### src/rtl/mod_sub_stream.sv
// mod_sub_stream: streaming coefficient-wise modular subtractor.
// Computes out_o = (a_i - b_i) mod Q, one pair per cycle, through a two-stage
// valid/ready pipeline. A coefficient counter frames N-beat polynomials and
// raises out_last on the final beat of each one.
// Optional feature: define MOD_SUB_RANGE_CHECK_EN to build sticky range
// checking of the inputs on err_o. Without it err_o is tied low.
`timescale 1ns/1ps

`ifndef DWIDTH
`define DWIDTH 12
`endif
`ifndef KYBER_Q
`define KYBER_Q 3329
`endif

module mod_sub_stream #(
  parameter int DW = `DWIDTH,
  parameter int Q  = `KYBER_Q,
  parameter int N  = 256
) (
  input  logic          clk,
  input  logic          rst,
  input  logic          in_valid,
  output logic          in_ready,
  input  logic [DW-1:0] a_i,
  input  logic [DW-1:0] b_i,
  output logic          out_valid,
  input  logic          out_ready,
  output logic [DW-1:0] out_o,
  output logic          out_last,
  output logic          err_o
);

  localparam int CW = (N > 1) ? $clog2(N) : 1;
  localparam logic [CW-1:0] LAST_CNT = CW'(N - 1);
  // Adding Q modulo 2^DW undoes the wrap caused by a borrow, so only the
  // low DW bits of the modulus are ever needed.
  localparam logic [DW-1:0] Q_LOW = DW'(Q);

  logic          s1_valid;
  logic [DW:0]   s1_diff;
  logic          s2_valid;
  logic [DW-1:0] out_q;
  logic [CW-1:0] cnt;
  logic          s1_load;
  logic          s2_load;
  logic [DW-1:0] corrected;

  // Stage advance: a stage loads when it is empty or its contents move on
  // this cycle, which lets data flow continuously with no bubbles.
  always_comb begin
    s2_load   = !s2_valid || out_ready;
    s1_load   = !s1_valid || s2_load;
    corrected = s1_diff[DW] ? (s1_diff[DW-1:0] + Q_LOW) : s1_diff[DW-1:0];
  end

  assign in_ready  = s1_load;
  assign out_valid = s2_valid;
  assign out_o     = out_q;
  assign out_last  = s2_valid && (cnt == LAST_CNT);

  // Stage 1 captures the raw difference with an extra MSB acting as borrow.
  always_ff @(posedge clk) begin
    if (rst) begin
      s1_valid <= 1'b0;
      s1_diff  <= '0;
    end else if (s1_load) begin
      s1_valid <= in_valid;
      if (in_valid) begin
        s1_diff <= {1'b0, a_i} - {1'b0, b_i};
      end
    end
  end

  // Stage 2 folds a negative difference back into the canonical range.
  always_ff @(posedge clk) begin
    if (rst) begin
      s2_valid <= 1'b0;
      out_q    <= '0;
    end else if (s2_load) begin
      s2_valid <= s1_valid;
      if (s1_valid) begin
        out_q <= corrected;
      end
    end
  end

  // Frame counter steps on every output handshake and wraps after N beats.
  always_ff @(posedge clk) begin
    if (rst) begin
      cnt <= '0;
    end else if (s2_valid && out_ready) begin
      if (cnt == LAST_CNT) begin
        cnt <= '0;
      end else begin
        cnt <= cnt + 1'b1;
      end
    end
  end

`ifdef MOD_SUB_RANGE_CHECK_EN
  localparam logic [DW:0] Q_EXT = (DW+1)'(Q);

  logic err_q;

  // Sticky flag for any accepted operand outside [0, Q-1]; only reset clears it.
  always_ff @(posedge clk) begin
    if (rst) begin
      err_q <= 1'b0;
    end else if (in_valid && s1_load &&
                 (({1'b0, a_i} >= Q_EXT) || ({1'b0, b_i} >= Q_EXT))) begin
      err_q <= 1'b1;
    end
  end

  assign err_o = err_q;
`else
  assign err_o = 1'b0;
`endif

endmodule

### config.mk
export PLATFORM = sky130hd
export DESIGN_NAME = mod_sub_stream
export DESIGN_NICKNAME = d
export VERILOG_FILES = /design/src/rtl/mod_sub_stream.sv
export SDC_FILE = /design/constraint.sdc
export NUM_CORES = 1
export LEC_CHECK = 0
export CORE_MARGIN = 5
export CORE_UTILIZATION = 46
export DETAILED_ROUTE_END_ITERATION = 7
export GPL_TIMING_DRIVEN = 0
export PLACE_DENSITY = 0.76
export SLEW_MARGIN = 5
export SYNTH_ARGS = -nofsm -noshare
export SYNTH_HDL_FRONTEND = slang
export SYNTH_SLANG_ARGS = --single-unit
### constraint.sdc
create_clock -name clk -period 1.95 [get_ports clk]
set_input_delay 0.2925 -clock clk [delete_from_list [all_inputs] [get_ports clk]]
set_output_delay 0.2925 -clock clk [all_outputs]
set_load 0.005 [all_outputs]
==> results.sh, run 1 <==
export IMPL_syn_area_um2=2130
export IMPL_fillers=378
export IMPL_critical_path_class="input pin to register"
export IMPL_drv_cap=0
export IMPL_startpoint_type="input pin"
export IMPL_postPlaceCellArea_um2=2600
export IMPL_ioPinCount=44
export IMPL_drcViolationCount=0
export IMPL_gp_congestion=0.846
export IMPL_cp_required_ns=2.13
export IMPL_layoutNonFillerInstCount=377
export IMPL_grt_pass1_vias=1894
export IMPL_timing_final_crit_share_pct=99.3
export IMPL_cts_tree="done"
export IMPL_cp_max_fo=5
export IMPL_numCtsBuffers=5
export IMPL_cts_sinks=35
export IMPL_grt_max_degree=11
export IMPL_rows=24
export IMPL_clk_insertion_delay_late_ns=0.29
export IMPL_p_leak_nw=1.12
export IMPL_endpoint_kind="register"
export IMPL_synth_distinct_cells=47
export IMPL_p_per_area_nw_per_um2=638
export IMPL_area_growth_syn_to_layout_pct=34.0
export IMPL_synth_edf_count=0
export IMPL_hold_path_class="register to register"
export IMPL_layout_nets=367
export IMPL_drtAntennaViolNets=0
export IMPL_coreArea_um2=4410
export IMPL_final_common_cell="clkdlybuf4s50_1"
export IMPL_cts_buffer_depth=2
export IMPL_fin_area_um2=2850
export IMPL_firstDrtPassIters=4
export IMPL_track_usage_pct=15.9
export IMPL_finalHoldViolCount=0
export IMPL_setup_tns_final_ns=0
export IMPL_post_drt_wl_per_cell_um=13.0
export IMPL_fin_crit_ns=1.94
export IMPL_n_antenna_cell=0
export IMPL_cp_cell_sequence="clkdlybuf4s50_1, inv_1, ha_1, a21o_1, nand3_1, a311oi_2, or3_1, a32o_1"
export IMPL_cpPeakStageDelay_ns=0.45
export IMPL_finalMaxSlewViolations=0
export IMPL_wl_um=4910
export IMPL_globalRoute_totalOverflow=0
export IMPL_antenna_found_initial=0
export IMPL_dieHeight_um=78
export IMPL_avgSynthCellArea_um2=8.06
export IMPL_drive_above_1_share_pct=13.2
export IMPL_drt_initial_drc_count=53
export IMPL_htree_levels=2
export IMPL_yosys_warnings=0
export IMPL_start_util_pct=48.2
export IMPL_fin_worst_skew_ns=0.00566
export IMPL_power_total_w=0.00182
export IMPL_die_area_um2=6080
export IMPL_clkTransAtPathRegs_ns=0.06
export IMPL_fmax_mhz=516
export IMPL_fin_util_pct=64.6
export IMPL_io_buffer_count=41
export IMPL_rsz0062_at_grt="yes"
export IMPL_num_vias=2043
export IMPL_synthCells=264
export IMPL_final_cell_mix="clkdlybuf4s50_1, dfxtp_1, nor2_1"
export IMPL_holdBufCountCts=0
export IMPL_status="completed"
export IMPL_synth_main_ff_cell="dfxtp_1"
export IMPL_via_per_inst=5.42
export IMPL_grt_first_pass_wirelength_um=8050
export IMPL_async_flop_share_pct=0
export IMPL_setup_violations=0
export IMPL_dp_cells=357
export IMPL_dpl_hpwl_um=3600
export IMPL_arrival_ns=2.12
export IMPL_synth_seq_cells=35
export IMPL_ys_seq_area_share_pct=32.9
export IMPL_cp_slowest_cell="clkdlybuf4s50_1"
export IMPL_root_buffer="clkbuf_8"
export IMPL_dieWidth_um=78
export IMPL_synth_nets=307
export IMPL_vdd_drop_max_mv=0.266
logic make-up (layout without fill, tap and decap cells):
| group | after synthesis | in the layout | share of synthesized area (%) |
|---|---|---|---|
| fa+ha+maj | 15 | 15 | 9.18 |
| buf+inv | 28 | 89 | 5.24 |
| mux | 2 | 2 | 0.941 |
| other cells | 1 | 1 | 0.176 |
| simple gates | 101 | 101 | 23.0 |
| compound gates | 66 | 66 | 21.9 |
| flops | 35 | 35 | 32.9 |
| xor+xnor | 16 | 16 | 6.59 |
final cells by class:
class,count,area (µm²),area share (%)
plain buffers,11,47.5,1.67
multi-input cells,201,1380,48.2
clock buffers,8,100,3.51
well taps,52,65.1,2.28
flip-flops and latches,35,703,24.7
repair buffers,53,495,17.4
inverters,17,63.8,2.24
critical path: cells and delay by family:
family	cells	cell delay, ns
AO/OA/AOI/OAI	3	0.55
AND/OR/NAND/NOR	2	0.45
buffers and inverters	2	0.49
adder cells (fa/ha/maj)	1	0.33
layer usage:
| layer | vias to the layer above | GRT usage, % | wire length (µm) |
|---|---|---|---|
| li1 | 1060 | - | - |
| met2 | 47 | 28.0 | 2470 |
| met1 | 929 | 18.5 | 2100 |
| met4 | 0 | 7.26 | 80 |
| met5 | - | 0 | 0 |
| met3 | 7 | 2.89 | 260 |
cell usage after synthesis, drive strengths merged (2+ instances only):
| master | number | area share [%] |
|---|---|---|
| nand2 | 23 | 4.1 |
| buf | 5 | 1.2 |
| nor2 | 31 | 5.5 |
| a21oi | 19 | 5.2 |
| nor3b | 2 | 0.71 |
| o21ai | 12 | 3.0 |
| dfxtp | 35 | 33 |
| xor2 | 8 | 3.3 |
| o311ai | 2 | 0.82 |
| or3 | 7 | 2.1 |
| o21a | 2 | 0.71 |
| a32o | 3 | 1.4 |
| inv | 17 | 3.0 |
| nand2b | 3 | 0.88 |
| mux2i | 2 | 0.94 |
| and2 | 5 | 1.5 |
| nand4 | 6 | 1.8 |
| a21o | 4 | 1.4 |
| ha | 14 | 8.2 |
| a211oi | 13 | 4.6 |
| nor2b | 3 | 0.88 |
| nand3 | 8 | 1.9 |
| xnor2 | 8 | 3.3 |
| a311oi | 2 | 0.82 |
| nor3 | 6 | 1.4 |
| nand3b | 2 | 0.71 |
| o21bai | 2 | 0.71 |
| clkbuf | 6 | 1.1 |
| and3 | 4 | 1.2 |
power breakdown:
part | total (W) | switching [W] | internal [W]
registers | 0.000804 | 0.0000404 | 0.000763
logic | 0.000447 | 0.000211 | 0.000236
clock network | 0.000568 | 0.000246 | 0.000322
total | 0.00182 | 0.000497 | 0.00132
flip-flops by register name, summed over array words and instances, names as in the netlist:
| signal | count |
|---|---|
| s1_diff | 13 |
| out_valid | 1 |
| s1_valid | 1 |
| cnt | 8 |
| out_o | 12 |
stage by stage:
stage | hold WS (ns) | setup slack, ns
4_1_cts | 0.464 | 0.00123
6_report | 0.461 | 0.0135
3_5_place_dp | 0.455 | -0.575
3_3_place_gp | 0.442 | -0.540
2_1_floorplan | 0.422 | 0.0637
5_1_grt | 0.471 | -0.0565
path summary, 6_finish.rpt:
kind | from | endpoint | slack [ns] | cells after the start
worst max-delay path | b_i[6] | s1_diff[11]$_SDFFE_PP0P_ | 0.01 | 8
worst min-delay path | s1_valid$_SDFFE_PP0N_ | out_valid$_SDFFE_PP0P_ | 0.46 | 2
worst max register to register | out_valid$_SDFFE_PP0P_ | s1_diff[11]$_SDFFE_PP0P_ | 0.30 | 5
worst min register to register | s1_valid$_SDFFE_PP0N_ | out_valid$_SDFFE_PP0P_ | 0.46 | 2
timing repair:
| action | CTS | global route |
|---|---|---|
| setup endpoints to repair | 7 | 7 |
| gates resized for setup | 15 | 6 |
| pin swaps | 7 | 5 |
| buffers inserted | 11 | 1 |
No activity file was read; power rests on OpenSTA's default activity.
==> inputs of run 2 (changes only) <==
Settings changed: CORE_MARGIN 5 to 4, HOLD_SLACK_MARGIN set to 0.12, PLACE_DENSITY 0.76 to 0.73.
==> run 2 against run 1 <==
Net effect: count of clock-buffer cells in the layout shrank 2; setup slack gained 0.026 ns; power shrank 4.4%; critical path depth shrank 1; die area shrank 5.1%; largest cell class unchanged; highest routed layer unchanged.
==> results.sh, run 2 (same netlist as run 1, synthesis figures left out) <==
export IMPL_status="completed"
export IMPL_timing_final_crit_share_pct=98.0
export IMPL_cp_required_ns=2.12
export IMPL_cp_max_fo=4
export IMPL_cts_sinks=35
export IMPL_p_per_area_nw_per_um2=610
export IMPL_dieHeight_um=76
export IMPL_fin_util_pct=64.5
export IMPL_largest_register_ffs=13
export IMPL_antenna_found_initial=0
export IMPL_fin_worst_skew_ns=0.00228
export IMPL_gp_congestion=0.838
export IMPL_die_area_um2=5780
export IMPL_dieWidth_um=76
export IMPL_finalHoldViolCount=0
export IMPL_cts_tree="done"
export IMPL_coreArea_um2=4410
export IMPL_endpoint_kind="register"
export IMPL_cp_top_family="compound AO/OA/AOI/OAI gates"
export IMPL_numCtsBuffers=5
export IMPL_cp_num_buf_inv=1
export IMPL_htree_levels=2
export IMPL_drive_above_1_share_pct=14.2
export IMPL_critical_path_class="input pin to register"
export IMPL_start_util_pct=48.2
export IMPL_setup_violations=0
export IMPL_drv_cap=0
export IMPL_rsz0062_at_grt="yes"
export IMPL_clk_insertion_delay_late_ns=0.28
export IMPL_wl_um=4700
export IMPL_dp_cells=357
export IMPL_fmax_mhz=523
export IMPL_p_leak_nw=1.11
export IMPL_drtAntennaViolNets=0
export IMPL_io_buffer_count=41
export IMPL_grt_max_degree=11
export IMPL_fin_crit_ns=1.91
export IMPL_hold_path_class="register to register"
export IMPL_vdd_drop_max_mv=0.274
export IMPL_drcViolationCount=0
export IMPL_cp_slowest_cell="clkdlybuf4s50_1"
export IMPL_top_register="s1_diff"
export IMPL_num_vias=2023
export IMPL_root_buffer="clkbuf_8"
export IMPL_layoutNonFillerInstCount=370
export IMPL_drt_initial_drc_count=67
export IMPL_via_per_inst=5.47
export IMPL_clkTransAtPathRegs_ns=0.06
export IMPL_grt_pass1_vias=1879
export IMPL_area_growth_syn_to_layout_pct=33.9
export IMPL_rows=24
export IMPL_setup_tns_final_ns=0
export IMPL_post_drt_wl_per_cell_um=12.7
export IMPL_globalRoute_totalOverflow=0
export IMPL_layout_nets=362
export IMPL_cp_cell_sequence="clkdlybuf4s50_1, ha_4, a21o_1, a21oi_4, a21oi_2, or3_1, a32o_1"
export IMPL_holdBufCountCts=0
export IMPL_finalMaxSlewViolations=0
export IMPL_dpl_hpwl_um=3450
export IMPL_final_common_cell="clkdlybuf4s50_1"
export IMPL_cts_buffer_depth=2
export IMPL_cpPeakStageDelay_ns=0.50
export IMPL_grt_first_pass_wirelength_um=7800
export IMPL_timing_hold_ws_ns=0.463
export IMPL_fillers=392
export IMPL_startpoint_type="input pin"
export IMPL_ioPinCount=44
export IMPL_n_antenna_cell=0
export IMPL_final_cell_mix="clkdlybuf4s50_1, dfxtp_1, nor2_1"
export IMPL_arrival_ns=2.08
export IMPL_firstDrtPassIters=4
export IMPL_track_usage_pct=15.6
[run 2: cell types whose count changed in the layout (fill, tap and decap cells not counted), sizes merged]
cell / previous run / this run
clkdlybuf4s50: 37 / 36
buf: 17 / 12
dlygate4sd2: 4 / 2
dlymetal6s2s: 0 / 3
clkbuf: 14 / 12
[run 2: final timing paths]
path / cells after the start / start / to / slack [ns]
max: 7 / a_i[3] / s1_diff[11]$_SDFFE_PP0P_ / 0.04
min: 2 / s1_valid$_SDFFE_PP0N_ / out_valid$_SDFFE_PP0P_ / 0.46
max reg2reg: 6 / out_valid$_SDFFE_PP0P_ / s1_diff[10]$_SDFFE_PP0P_ / 0.31
min reg2reg: 2 / s1_valid$_SDFFE_PP0N_ / out_valid$_SDFFE_PP0P_ / 0.46
[run 2: timing repair]
item,in CTS,in global routing
pin swaps,8,11
buffers inserted,5,2
gates cloned,0,0
resized for setup,13,20
endpoints found under the setup margin,8,8
[run 2: layout make-up]
type	instances	area, µm²	area share, %
Multi-Input combinational cell	201	1430	50.2
Sequential cell	35	703	24.7
Timing Repair Buffer	48	468	16.4
Clock buffer	6	72.6	2.55
Tap cell	52	65.1	2.28
Inverter	17	63.8	2.24
Buffer	11	47.5	1.67
[run 2: per-layer routing]
layer | GRT usage (%) | routed length [µm]
met1 | 18.8 | 2160
met2 | 27.1 | 2250
met3 | 2.48 | 210
met4 | 6.94 | 79
met5 | 0 | 0
[run 2: per-stage QoR]
| stage | cell area, µm² | total power (W) | setup WS [ns] |
|---|---|---|---|
| after floorplan | 2130 | 0.00107 | 0.0637 |
| after global placement | 2600 | 0.00122 | -0.546 |
| after detailed placement | 2600 | 0.00123 | -0.552 |
| after CTS | 2750 | 0.00172 | -0.0435 |
| after global routing | 2850 | 0.00183 | -0.0327 |
| final | 2850 | 0.00174 | 0.0393 |
[run 2: report_power, final]
part | switching, W | internal, W
Sequential | 0.0000410 | 0.000764
Clock | 0.000229 | 0.000238
Combinational | 0.000221 | 0.000247
Total | 0.000491 | 0.00125
[run 2: worst reg2reg max path, cell delays in order, from the launching register on]
cell and delay, ns:
dfxtp_1 0.39, nand3b_1 0.17, nand2_1 0.21, clkbuf_1 0.37, nor3_1 0.08, a21oi_1 0.19, o311ai_2 0.11
